==> config.mk <==
export PLATFORM = sky130hd
export DESIGN_NAME = rcosc_div_gen
export DESIGN_NICKNAME = d
export VERILOG_FILES = /design/src/rtl/rcosc_div_pkg.sv /design/src/rtl/rcosc_div_chan.sv /design/src/rtl/rcosc_div_gen.sv
export SDC_FILE = /design/constraint.sdc
export NUM_CORES = 1
export LEC_CHECK = 0
export CORE_ASPECT_RATIO = 0.7
export CORE_MARGIN = 2
export CORE_UTILIZATION = 55
export DETAILED_ROUTE_END_ITERATION = 10
export DONT_BUFFER_PORTS = 1
export MAX_ROUTING_LAYER = met4
export PLACE_DENSITY = 0.7
export SYNTH_ARGS = -nofsm -noshare
export SYNTH_HDL_FRONTEND = slang
export SYNTH_SLANG_ARGS = --single-unit
export TNS_END_PERCENT = 100
==> constraint.sdc <==
create_clock -name CLK -period 6.6 [get_ports CLK]
set_clock_uncertainty 0.2 [all_clocks]
set_input_delay 1.32 -clock CLK [delete_from_list [all_inputs] [get_ports CLK]]
set_output_delay 1.32 -clock CLK [all_outputs]
set_load 0.01 [all_outputs]
==> src/rtl/rcosc_div_pkg.sv <==
// Shared constants and types for the multi-channel RC-oscillator divider.
package rcosc_div_pkg;

  localparam int PKG_DIV_W       = 16;
  localparam int PKG_DEFAULT_DIV = 160;

  typedef logic [PKG_DIV_W-1:0] div_t;

  typedef enum logic [1:0] {
    SLOT_RST  = 2'd0,
    SLOT_IDLE = 2'd1,
    SLOT_PEND = 2'd2
  } slot_state_e;

  // Channel-index width; never zero so a single-channel build still has a CFG_CH bit.
  function automatic int ch_idx_w(input int n);
    return (n > 1) ? $clog2(n) : 1;
  endfunction

endpackage

==> src/rtl/rcosc_div_chan.sv <==
// One divider channel: wrap counter, live ratio, registered CE strobe and divided square wave.
module rcosc_div_chan
  import rcosc_div_pkg::*;
#(
  parameter int DIV_W       = PKG_DIV_W,
  parameter int DEFAULT_DIV = PKG_DEFAULT_DIV
) (
  input  logic             clk,
  input  logic             rst,
  input  logic             en_i,
  input  logic             sync_i,
  input  logic             apply_req_i,
  input  logic [DIV_W-1:0] apply_div_i,
  output logic             applied_o,
  output logic             ce_o,
  output logic             div_out_o
);

  logic [DIV_W-1:0] count_q, count_d;
  logic [DIV_W-1:0] div_q, div_d;
  logic             en_q, en_d;
  logic             ce_q, ce_d;
  logic             div_out_q, div_out_d;
  logic             run, tc, apply;

  always_comb begin
    run = en_i & en_q;
    tc  = run & (count_q == (div_q - DIV_W'(1)));
    // New ratio only lands on a wrap, while idle, or on a realign, so no period is cut short.
    apply = apply_req_i & (tc | ~run | sync_i);
    div_d = apply ? apply_div_i : div_q;
    en_d  = en_i;
    if (!run || tc || sync_i) begin
      count_d = '0;
    end else begin
      count_d = count_q + DIV_W'(1);
    end
    ce_d      = tc;
    div_out_d = run & ((div_d == DIV_W'(1)) | (count_d < (div_d >> 1)));
  end

  always_ff @(posedge clk or posedge rst) begin
    if (rst) begin
      count_q   <= '0;
      div_q     <= DIV_W'(DEFAULT_DIV);
      en_q      <= 1'b0;
      ce_q      <= 1'b0;
      div_out_q <= 1'b0;
    end else begin
      count_q   <= count_d;
      div_q     <= div_d;
      en_q      <= en_d;
      ce_q      <= ce_d;
      div_out_q <= div_out_d;
    end
  end

  assign applied_o = apply;
  assign ce_o      = ce_q;
  assign div_out_o = div_out_q;

endmodule

==> src/rtl/rcosc_div_gen.sv <==
// Multi-channel clock-enable / divided-clock generator with a single pending ratio-change slot.
//
//  state     | meaning
//  SLOT_RST  | just out of reset, config port not yet offered
//  SLOT_IDLE | slot empty, CFG_READY high
//  SLOT_PEND | ratio held for one channel, waiting for that channel to apply it
module rcosc_div_gen
  import rcosc_div_pkg::*;
#(
  parameter int  NUM_CH      = 4,
  parameter int  DIV_W       = PKG_DIV_W,
  parameter int  DEFAULT_DIV = PKG_DEFAULT_DIV,
  localparam int CH_W        = ch_idx_w(NUM_CH)
) (
  input  logic              CLK,
  input  logic              RESET,
  input  logic              CFG_VALID,
  output logic              CFG_READY,
  input  logic [CH_W-1:0]   CFG_CH,
  input  logic [DIV_W-1:0]  CFG_DIV,
  output logic              CFG_ERR,
  input  logic [NUM_CH-1:0] CH_EN,
  input  logic              SYNC_IN,
  output logic [NUM_CH-1:0] CE_OUT,
  output logic [NUM_CH-1:0] DIV_OUT
);

  localparam logic [31:0] NUM_CH_U = NUM_CH;

  slot_state_e       state_q;
  logic              ready_q, err_q;
  logic [CH_W-1:0]   pend_ch_q;
  logic [DIV_W-1:0]  pend_div_q;
  logic [NUM_CH-1:0] apply_req, applied;
  logic              cfg_legal, xfer, any_applied;

  always_comb begin
    cfg_legal   = (CFG_DIV != '0) && (32'(CFG_CH) < NUM_CH_U);
    xfer        = CFG_VALID & ready_q;
    any_applied = |applied;
  end

  always_ff @(posedge CLK or posedge RESET) begin
    if (RESET) begin
      state_q    <= SLOT_RST;
      ready_q    <= 1'b0;
      err_q      <= 1'b0;
      pend_ch_q  <= '0;
      pend_div_q <= '0;
    end else begin
      err_q <= 1'b0;
      case (state_q)
        SLOT_RST: begin
          state_q <= SLOT_IDLE;
          ready_q <= 1'b1;
        end
        SLOT_IDLE: begin
          if (xfer) begin
            if (cfg_legal) begin
              pend_ch_q  <= CFG_CH;
              pend_div_q <= CFG_DIV;
              state_q    <= SLOT_PEND;
              ready_q    <= 1'b0;
            end else begin
              err_q <= 1'b1;
            end
          end
        end
        SLOT_PEND: begin
          if (any_applied) begin
            state_q <= SLOT_IDLE;
            ready_q <= 1'b1;
          end
        end
        default: begin
          state_q <= SLOT_IDLE;
          ready_q <= 1'b1;
        end
      endcase
    end
  end

  for (genvar gi = 0; gi < NUM_CH; gi++) begin : g_ch
    assign apply_req[gi] = (state_q == SLOT_PEND) && (pend_ch_q == CH_W'(gi));

    rcosc_div_chan #(
      .DIV_W      (DIV_W),
      .DEFAULT_DIV(DEFAULT_DIV)
    ) u_chan (
      .clk        (CLK),
      .rst        (RESET),
      .en_i       (CH_EN[gi]),
      .sync_i     (SYNC_IN),
      .apply_req_i(apply_req[gi]),
      .apply_div_i(pend_div_q),
      .applied_o  (applied[gi]),
      .ce_o       (CE_OUT[gi]),
      .div_out_o  (DIV_OUT[gi])
    );
  end

  assign CFG_READY = ready_q;
  assign CFG_ERR   = err_q;

endmodule

==> metrics, run 1 <==
Synth cell types=75; CTS max path bufs=2; Post CTS Setup Buffer Count=0; Leak Pwr=5.095 nW; post-synthesis sequential area ratio=38.84%; Final ANT Viol Nets=0; Crit. Startpoint=g_ch[3].u_chan.div_q[0]$_DFF_PP0_; Die Y=119.0 microns; initial core utilization=55.58%; synth warn=0; hold_buf cts=0; Critical Path AT=5.78 ns; drt first-iter violations=774; Slew @ Worst Pin=1.036 ns; Fill cells=1,655; Worst Hold Slack=0.3308 ns; EDFF count, synth=0; crit path max fanout=14; Slew Limit Fails=0; GRT overflow=0; Post-Synthesis Cells=1,092; first-pass GRT wire length=43,040 microns; I/O Buffers=0; worst-path cell chain=inv_1 -> ha_1 -> or3b_2 -> a22oi_1 -> nand4b_1 -> nor4b_1 -> o2111ai_1 -> a21oi_2 -> buf_4 -> mux2i_1 -> ha_1 -> o21a_1 -> nor2_1 -> nor3_1 -> a2111oi_0 -> o211ai_1 -> a41o_1 -> o21ai_1; Pre-antenna DRT Iters=5; Hold Crit Start=g_ch[0].u_chan.en_q$_DFF_PP0_; post-synthesis net count=1,182; top cell family by delay on the critical path=compound AO/OA/AOI/OAI gates; design area=0.01113 sq mm; GPL Wtd Cong=0.9231; grt peak-use layer=met1; WL/cell=20.10 microns; MaxCap Viol Count=0; clk root buf=clkbuf_16; flop and latch count out of synthesis=161; full die area=0.02004 sq mm; DRT Wirelength=26,710 microns; Final Total Pwr=4.551 mW; synth-to-layout area growth=7.088%; met3 GRT Util=5.982%; outcome=completed; layout cells sized above 1=7.912%; Core Box Area=0.01871 sq mm; CP Buf/Inv Count=2; setup TNS=0 ns; Syn Area/Cell=9.521 sq um; FF-to-FF Start=g_ch[3].u_chan.div_q[0]$_DFF_PP0_; die outline width=168.3 microns; number of diodes=0; Post-synth ARST share=100.0%; CTS tree=yes; Placed Cells=1,297; Post-CTS Resized=0; PwrDens=408.7 mW/mm^2; Vias=8,060; Clock H-tree levels=4; crit start category=flop; fin crit share=84.91%; I/O Pins=36; Synth Cell Area=0.01040 sq mm; CP max-delay cell=a21oi_2; initial antenna violation count=0; # nets final=1,164; row count=42; fmax=178.4 MHz; grt met2 use=39.15%; DR vias/cell=6.065; commonest register cell after synthesis=dfrtp_1; GRT Util Overall=28.74%; slew margin rel.=30.29%; dpl cell area=0.01054 sq mm; met1 Resource Use GR=42.98%; CP max stage delay=0.85 ns; kind of critical path=flop to flop; Worst Path Required=6.77 ns; Crit. End Element=flop; clock-pin slew on the worst setup and hold paths=0.07 ns; CTS sink cnt=161; DRC=0; Tmin final=5.604 ns; hpwl dp=19,560 microns; Setup violations, final=0; Worst VDD drop=0.0002559 V; worst skew pair latency=0.44 ns; TritonCTS Buffers=17; vias in the first global route=7,686; Hold Crit Class=flop to flop; RSZ-0062 raised after global routing=no; non-filler instance count after layout=1,329; largest net degree at the start of global routing=103; most frequent CP cell=ha_1; Final Hold Fails=0
==> final cells by class <==
cell class              count  area, sq um  share of cell area, %
multi-input cells         806         5838                  52.43
inverters                  82        312.8                  2.809
repair buffers              6        45.04                 0.4045
clock inverters            15        171.4                  1.539
flip-flops and latches    161         4039                  36.27
well taps                 242        302.8                  2.719
clock buffers              17        425.4                  3.821
==> logic make-up (layout without fill, tap and decap cells) <==
| kind of cell | Yosys count | in the layout | share of synthesized area (%) |
|---|---|---|---|
| compound gates | 149 | 149 | 10.01 |
| xor+xnor | 127 | 127 | 10.70 |
| fa+ha+maj | 64 | 64 | 7.702 |
| buf+inv | 125 | 120 | 5.175 |
| flops | 161 | 161 | 38.84 |
| mux | 81 | 81 | 8.039 |
| simple gates | 385 | 385 | 19.53 |
==> synth_stat cells, drive strengths merged, types with 3 or more instances <==
library cell / number / area, sq um
dfrtp: 153 / 3829
nor2: 117 / 439.2
inv: 82 / 307.8
xnor2: 68 / 595.6
ha: 64 / 800.8
mux2i: 61 / 610.6
xor2: 59 / 516.8
nand2: 50 / 187.7
nand3: 37 / 185.2
a21oi: 31 / 162.7
nor3: 31 / 155.2
nand4: 29 / 181.4
nor4: 27 / 175.2
o21ai: 27 / 135.1
clkbuf: 22 / 82.58
buf: 21 / 147.6
mux2: 20 / 225.2
and3: 18 / 112.6
a21o: 17 / 127.6
nand2b: 12 / 75.07
nor2b: 11 / 68.82
a211oi: 9 / 67.56
dfstp: 8 / 210.2
or4: 8 / 63.81
nor4b: 7 / 67.56
a31o: 6 / 52.55
and4: 6 / 52.55
o211ai: 6 / 45.04
o31ai: 6 / 45.04
nand3b: 5 / 37.54
or3: 5 / 31.28
a2111oi: 4 / 41.29
a31oi: 4 / 25.02
nand4b: 4 / 35.03
o21a: 4 / 30.03
or4b: 4 / 40.04
a211o: 3 / 26.28
a22oi: 3 / 22.52
a311oi: 3 / 26.28
a41oi: 3 / 26.28
and2: 3 / 18.77
o2111ai: 3 / 26.28
==> layer usage <==
metal  wire length (microns)  up-vias
met1                   13460     3923
met3                    1800       43
met5                       0        -
li1                        -     3850
met2                   10940      244
met4                     513        0
==> per-stage QoR <==
| step | worst slack (ns) | util, % |
|---|---|---|
| global route | 0.6163 | 59.52 |
| finish | 0.9961 | 59.52 |
| detailed placement | 1.088 | 56.33 |
| floorplan | 0.7450 | - |
| CTS | 1.059 | 59.52 |
| global placement | 0.9590 | 56.33 |
==> worst register-to-register path, stage by stage (launching register included) <==
cell       delay (ns)
dfrtp_1          0.44
inv_1            0.10
ha_1             0.25
or3b_2           0.49
a22oi_1          0.20
nand4b_1         0.13
nor4b_1          0.41
o2111ai_1        0.33
a21oi_2          0.85
buf_4            0.33
mux2i_1          0.30
ha_1             0.29
o21a_1           0.11
nor2_1           0.10
nor3_1           0.09
a2111oi_0        0.40
o211ai_1         0.15
a41o_1           0.23
o21ai_1          0.13
==> power by group <==
group	leakage [nW]	internal, mW	switching, mW
clock network	0.297	0.570	0.456
registers	2.09	1.26	0.561
logic	2.71	0.767	0.939
==> final timing paths <==
kind	endpoint	slack, ns	cells past startpoint
max in group asynchronous	g_ch[0].u_chan.div_q[1]$_DFF_PP0_	4.09	2
min in group asynchronous	g_ch[1].u_chan.div_q[8]$_DFF_PP0_	0.71	1
min reg2reg	g_ch[0].u_chan.div_out_o$_DFF_PP0_	0.33	1
max reg2reg	g_ch[3].u_chan.div_out_o$_DFF_PP0_	1.0	18
min	g_ch[0].u_chan.div_out_o$_DFF_PP0_	0.33	1
max	g_ch[3].u_chan.div_out_o$_DFF_PP0_	1.0	18
==> placed cells by master, fill, tap and decap left out, types with 29 or more instances in the layout <==
cell type,count
mux2i_1,61
nand3_1,37
xor2_1,59
dfrtp_1,153
inv_1,81
nor2_1,117
nand4_1,29
xnor2_1,68
nand2_1,50
ha_1,64
nor3_1,31
==> sequential cells by signal, indices dropped and copies added (netlist names) <==
signal                 cells
CFG_ERR                    1
state_q                    2
g_ch.u_chan.count_q       64
g_ch.u_chan.ce_o           4
pend_ch_q                  2
pend_div_q                16
g_ch.u_chan.div_q         64
g_ch.u_chan.div_out_o      4
g_ch.u_chan.en_q           4
Note: power is estimated with default switching activity, not from simulation.
==> inputs of run 2 (changes only) <==
- ABC_AREA: not set -> 1
- clock period: 6.6 -> 5.7 ns (I/O delays scaled with it)
==> metrics, run 2 <==
Final ANT Viol Nets=0; post-synthesis sequential area ratio=36.45%; synth warn=0; commonest non-fill, non-tap cells in the layout=nand2_1 (418), inv_1 (251), nor2_1 (162); synth-to-layout area growth=7.238%; clk root buf=clkbuf_16; Syn Area/Cell=7.149 sq um; proportion of synthesized area in mux cells=0%; fin worst setup slack=1.341 ns; initial core utilization=55.97%; row count=43; number of diodes=0; Clock H-tree levels=4; Tmin final=4.359 ns; Post-Synthesis Cells=1,550; largest net degree at the start of global routing=80; main area contributors after synthesis=dfrtp_1 (35%), nand2_1 (14%), inv_1 (8.5%); Worst Hold Slack=0.3396 ns; RSZ-0062 raised after global routing=no; Core Box Area=0.01980 sq mm; CTS tree=yes; Crit. End Element=flop; GRT overflow=0; kind of critical path=flop to flop; Worst Path Required=5.86 ns; DR vias/cell=5.338; clock-pin slew on the worst setup and hold paths=0.06 ns; worst skew pair latency=0.43 ns; Worst VDD drop=0.0002431 V; Die Y=122.8 microns; Slew Limit Fails=0; area leader, netlist=dfrtp_1; WL/cell=16.36 microns; setup TNS=0 ns; Synth Cell Area=0.01108 sq mm; Setup violations, final=0; Post-synth ARST share=100.0%; crit start category=flop; EDFF count, synth=0; I/O Pins=36; GPL Wtd Cong=0.9102; Synth Area in Adders=7.227%; Place WS=1.449 ns; Fill cells=1,886; full die area=0.02132 sq mm; PwrDens=426.2 mW/mm^2; commonest non-fill, non-tap cell in the layout=nand2_1; GRT Util Overall=30.10%; Leak Pwr=6.001 nW; top cells by count, synth=nand2_1 (418), inv_1 (252), nor2_1 (162); largest family of logic cells by synthesized area=simple AND/OR/NAND/NOR gates; layout cells sized above 1=7.312%; I/O Buffers=0; MaxCap Viol Count=0; CTS sink cnt=161; Pre-antenna DRT Iters=5; Slew @ Worst Pin=0.7622 ns; first-pass GRT wire length=47,670 microns; share of the synthesized area in the top cell type=34.55%; vias in the first global route=8,918; Final Hold Fails=0; XOR/XNOR Fraction of Synth Area=4.664%; Synth cell types=39; crit path max fanout=32; flop and latch count out of synthesis=161; hpwl dp=23,200 microns; Vias=9,763; Post-CTS Resized=0; outcome=completed; Post CTS Setup Buffer Count=0; hold_buf cts=0; # nets final=1,636; commonest register cell after synthesis=dfrtp_1; slew margin rel.=48.65%; die outline width=173.7 microns; post-synthesis net count=1,640; drt first-iter violations=867; fmax=229.4 MHz; compound-cell area share of the yosys netlist=7.995%; most frequent cell after synthesis=nand2_1; initial antenna violation count=0; DRC=0; Critical Path AT=4.51 ns; simple-gate share of the synthesized area=33.07%; TritonCTS Buffers=17; biggest regs=g_ch.u_chan.count_q: 64 flops, g_ch.u_chan.div_q: 64 flops, pend_div_q: 16 flops; fin crit share=76.48%; DRT Wirelength=29,930 microns; CTS max path bufs=2; Hold Crit Class=flop to flop
==> run 2: layout make-up <==
type / instances / area, sq um / share of cell area [%]
multi-input cells: 1102 / 5868 / 49.38
flip-flops and latches: 161 / 4039 / 33.99
inverters: 262 / 988.4 / 8.318
clock buffers: 24 / 481.7 / 4.054
well taps: 270 / 337.8 / 2.843
clock inverters: 8 / 152.6 / 1.285
repair buffers: 2 / 15.01 / 0.1264
==> run 2: path summary, 6_finish.rpt <==
check | endpoint | from | slack [ns] | cells past startpoint
worst max-delay path | g_ch[3].u_chan.div_out_o$_DFF_PP0_ | g_ch[3].u_chan.div_q[1]$_DFF_PP0_ | 1.34 | 22
worst min-delay path | g_ch[3].u_chan.div_out_o$_DFF_PP0_ | g_ch[3].u_chan.en_q$_DFF_PP0_ | 0.34 | 2
worst max register to register | g_ch[3].u_chan.div_out_o$_DFF_PP0_ | g_ch[3].u_chan.div_q[1]$_DFF_PP0_ | 1.34 | 22
worst min register to register | g_ch[3].u_chan.div_out_o$_DFF_PP0_ | g_ch[3].u_chan.en_q$_DFF_PP0_ | 0.34 | 2
max in group asynchronous | g_ch[0].u_chan.div_q[2]$_DFF_PP0_ | RESET | 3.70 | 2
min in group asynchronous | g_ch[1].u_chan.div_q[6]$_DFF_PP0_ | RESET | 0.49 | 1
==> run 2: power by group <==
part           leakage, nW  internal, mW  switching [mW]
registers             2.02          1.45           0.425
clock network        0.301         0.771           0.475
logic                 3.68         0.670            1.28
total                 6.00          2.89            2.18
==> run 2: cells by family (layout without fill, tap and decap cells) <==
| group | after synthesis | after routing |
|---|---|---|
| AND/OR/NAND/NOR | 821 | 821 |
| buffers and inverters | 287 | 296 |
| flip-flops | 161 | 161 |
| AO/OA/AOI/OAI | 158 | 158 |
| adder cells (fa/ha/maj) | 64 | 64 |
| XOR/XNOR | 59 | 59 |
==> run 2: critical path, stage by stage (launching register included) <==
cell and delay, ns:
dfrtp_1 0.38, inv_1 0.12, ha_1 0.22, nand3_2 0.17
nor2_4 0.20, nand3_1 0.09, nand2_1 0.06, nand2_1 0.06
nor2_1 0.11, nand2_1 0.06, nor2_1 0.08, nand2_1 0.13
nand2_2 0.29, nand2_2 0.36, o21ai_0 0.73, ha_1 0.37
a21oi_1 0.16, nand2_1 0.11, nand2_1 0.07, nand2_1 0.07
nand2_1 0.07, nand2_1 0.05, a21oi_1 0.11
==> run 2: metrics by stage <==
stage               total power [mW]  std cells  utilization, %  cell area, sq um
finish                         5.064       1829           60.02             11880
global route                   5.443       1829           60.02             11880
CTS                            5.034       1829           60.02             11880
detailed placement             3.779       1797           56.81             11250
global placement               3.739       1797           56.81             11250
floorplan                      3.191       1550               -             11080
==> run 2: metal layers <==
| metal | global-route usage, % | vias to the layer above | routed length (microns) |
|---|---|---|---|
| met5 | - | - | 0 |
| li1 | - | 4879 | - |
| met1 | 45.28 | 4491 | 15070 |
| met2 | 40.85 | 346 | 11870 |
| met3 | 6.010 | 47 | 2327 |
| met4 | 8.246 | 0 | 663 |
==> inputs of run 3 (changes only) <==
- ABC_AREA: 1 -> 0
- clock period: 5.7 -> 4.5 ns (I/O delays scaled with it)
==> metrics, run 3 (synthesized netlist as in run 1, its figures left out) <==
outcome=finished, violations left; violated checks=negative setup slack; Final Hold Fails=0; largest net degree at the start of global routing=55; vias in the first global route=8,500; Worst VDD drop=0.0003014 V; Sequential Area=0.004040 sq mm; Clock H-tree levels=4; Die Y=119.0 microns; Worst Hold Slack=0.009324 ns; Tmin final=4.597 ns; DRT Wirelength=30,280 microns; drt first-iter violations=902; DRC=0; synth-to-layout area growth=24.97%; GRT Util Overall=31.50%; hpwl dp=22,120 microns; I/O Buffers=0; Vias=9,020; FF-to-FF Start=g_ch[0].u_chan.div_q[0]$_DFF_PP0_; row count=42; # nets final=1,326; worst skew pair latency=0.43 ns; die outline width=168.3 microns; Setup violations, final=3; layout cells sized above 1=25.86%; setup TNS=-0.1396 ns; Hold Crit Class=input port to async pin; clk root buf=clkbuf_16; CTS max path bufs=2; first-pass GRT wire length=46,990 microns; Fill cells=1,355; commonest non-fill, non-tap cell in the layout=buf_4; commonest non-fill, non-tap cells in the layout=buf_4 (154), dfrtp_1 (152), nor2_1 (114); crit path max fanout=6; hold_buf cts=0; Worst Path Required=4.68 ns; Crit. Startpoint=g_ch[0].u_chan.div_q[0]$_DFF_PP0_; Multi-input gate area=0.006322 sq mm; RSZ-0062 raised after global routing=yes; initial antenna violation count=2; Slew Limit Fails=0; slew margin rel.=43.82%; Critical Path AT=4.77 ns; DR vias/cell=6.042; I/O Pins=36; GPL Wtd Cong=0.9677; PwrDens=620.7 mW/mm^2; Final ANT Viol Nets=0; fmax=217.5 MHz; biggest regs=g_ch.u_chan.count_q: 64 flops, g_ch.u_chan.div_q: 64 flops, pend_div_q: 16 flops; TritonCTS Buffers=17; Crit. End Element=flop; fin worst setup slack=-0.09666 ns; fin crit share=102.1%; Core Box Area=0.01871 sq mm; GRT overflow=0; crit start category=flop; kind of critical path=flop to flop; WL/cell=20.28 microns; CTS sink cnt=161; MaxCap Viol Count=0; Leak Pwr=6.009 nW; Slew @ Worst Pin=0.8407 ns; CTS tree=yes; initial core utilization=55.58%; full die area=0.02004 sq mm; clock-pin slew on the worst setup and hold paths=0.07 ns; Pre-antenna DRT Iters=5
run 3: cell count changes in the layout (fill, tap and decap cells not counted), sizes merged, moves of 21 or more:
cell and change:
nor2 -68, a21oi -21, inv -179, buf +165, nand2 -383, xnor2 +45, mux2i +61, nand3 -66
xor2 +23, o21ai -50
run 3: metrics by stage:
step	setup slack, ns	util (%)	instances	area [sq um]	total power [mW]
2_1_floorplan	0.03039	-	1092	10400	4.353
3_3_place_gp	-0.2707	62.05	1433	11610	5.779
3_5_place_dp	-0.3689	62.05	1433	11610	5.855
4_1_cts	-0.03142	67.38	1475	12610	7.672
5_1_grt	-0.2791	69.46	1493	12990	8.485
6_report	-0.09666	69.46	1493	12990	8.065
run 3: routing by layer:
layer	vias up	share of wire, %	track usage, %
met1	4381	47	46.38
met4	0	2.7	9.968
met3	72	7.8	5.218
li1	4192	-	-
met2	375	42	44.52
met5	-	0	-
run 3: final cells by class:
type / instances / share of cell area [%]
Clock buffer: 22 / 3.727
Clock inverter: 10 / 1.146
Antenna cell: 2 / 0.03852
Sequential cell: 161 / 31.09
Multi-Input combinational cell: 806 / 48.66
Inverter: 82 / 2.398
Tap cell: 242 / 2.330
Timing Repair Buffer: 168 / 10.61
run 3: timing repair:
item | CTS | global route
cloned | 1 | 1
setup endpoints to repair | 4 | 4
setup buffers | 9 | 16
pin swaps | 30 | 40
resized for setup | 56 | 52
run 3: final timing paths:
| kind | to | slack, ns | depth (start not counted) |
|---|---|---|---|
| max | g_ch[0].u_chan.div_out_o$_DFF_PP0_ | -0.1 | 21 |
| min | pend_div_q[1]$_DFFE_PP0P_ | 0.009 | 1 |
| max reg2reg | g_ch[0].u_chan.div_out_o$_DFF_PP0_ | -0.1 | 21 |
| min reg2reg | g_ch[0].u_chan.div_out_o$_DFF_PP0_ | 0.33 | 1 |
| max in group asynchronous | g_ch[2].u_chan.div_q[1]$_DFF_PP0_ | 3.19 | 2 |
| min in group CLK | g_ch[2].u_chan.en_q$_DFF_PP0_ | 0.29 | 0 |
run 3: critical path, stage by stage (launching register included):
cell	delay [ns]
dfrtp_1	0.40
inv_2	0.08
ha_4	0.13
nor4b_4	0.26
nand4_1	0.17
or4b_4	0.53
a311oi_2	0.30
nand4_1	0.21
a21oi_4	0.23
buf_6	0.13
buf_12	0.14
mux2i_4	0.26
ha_4	0.23
a21o_1	0.17
a21o_1	0.15
a21o_1	0.15
a21oi_2	0.11
nor2b_1	0.05
o21ai_1	0.14
o211ai_1	0.15
a41oi_2	0.22
a31o_2	0.13
run 3: report_power, final:
| part | switching, mW | leakage (nW) | internal, mW |
|---|---|---|---|
| combinational | 2.02 | 3.62 | 1.98 |
| sequential | 0.650 | 2.09 | 1.85 |
| clock | 0.628 | 0.304 | 0.939 |
| total | 3.30 | 6.01 | 4.76 |
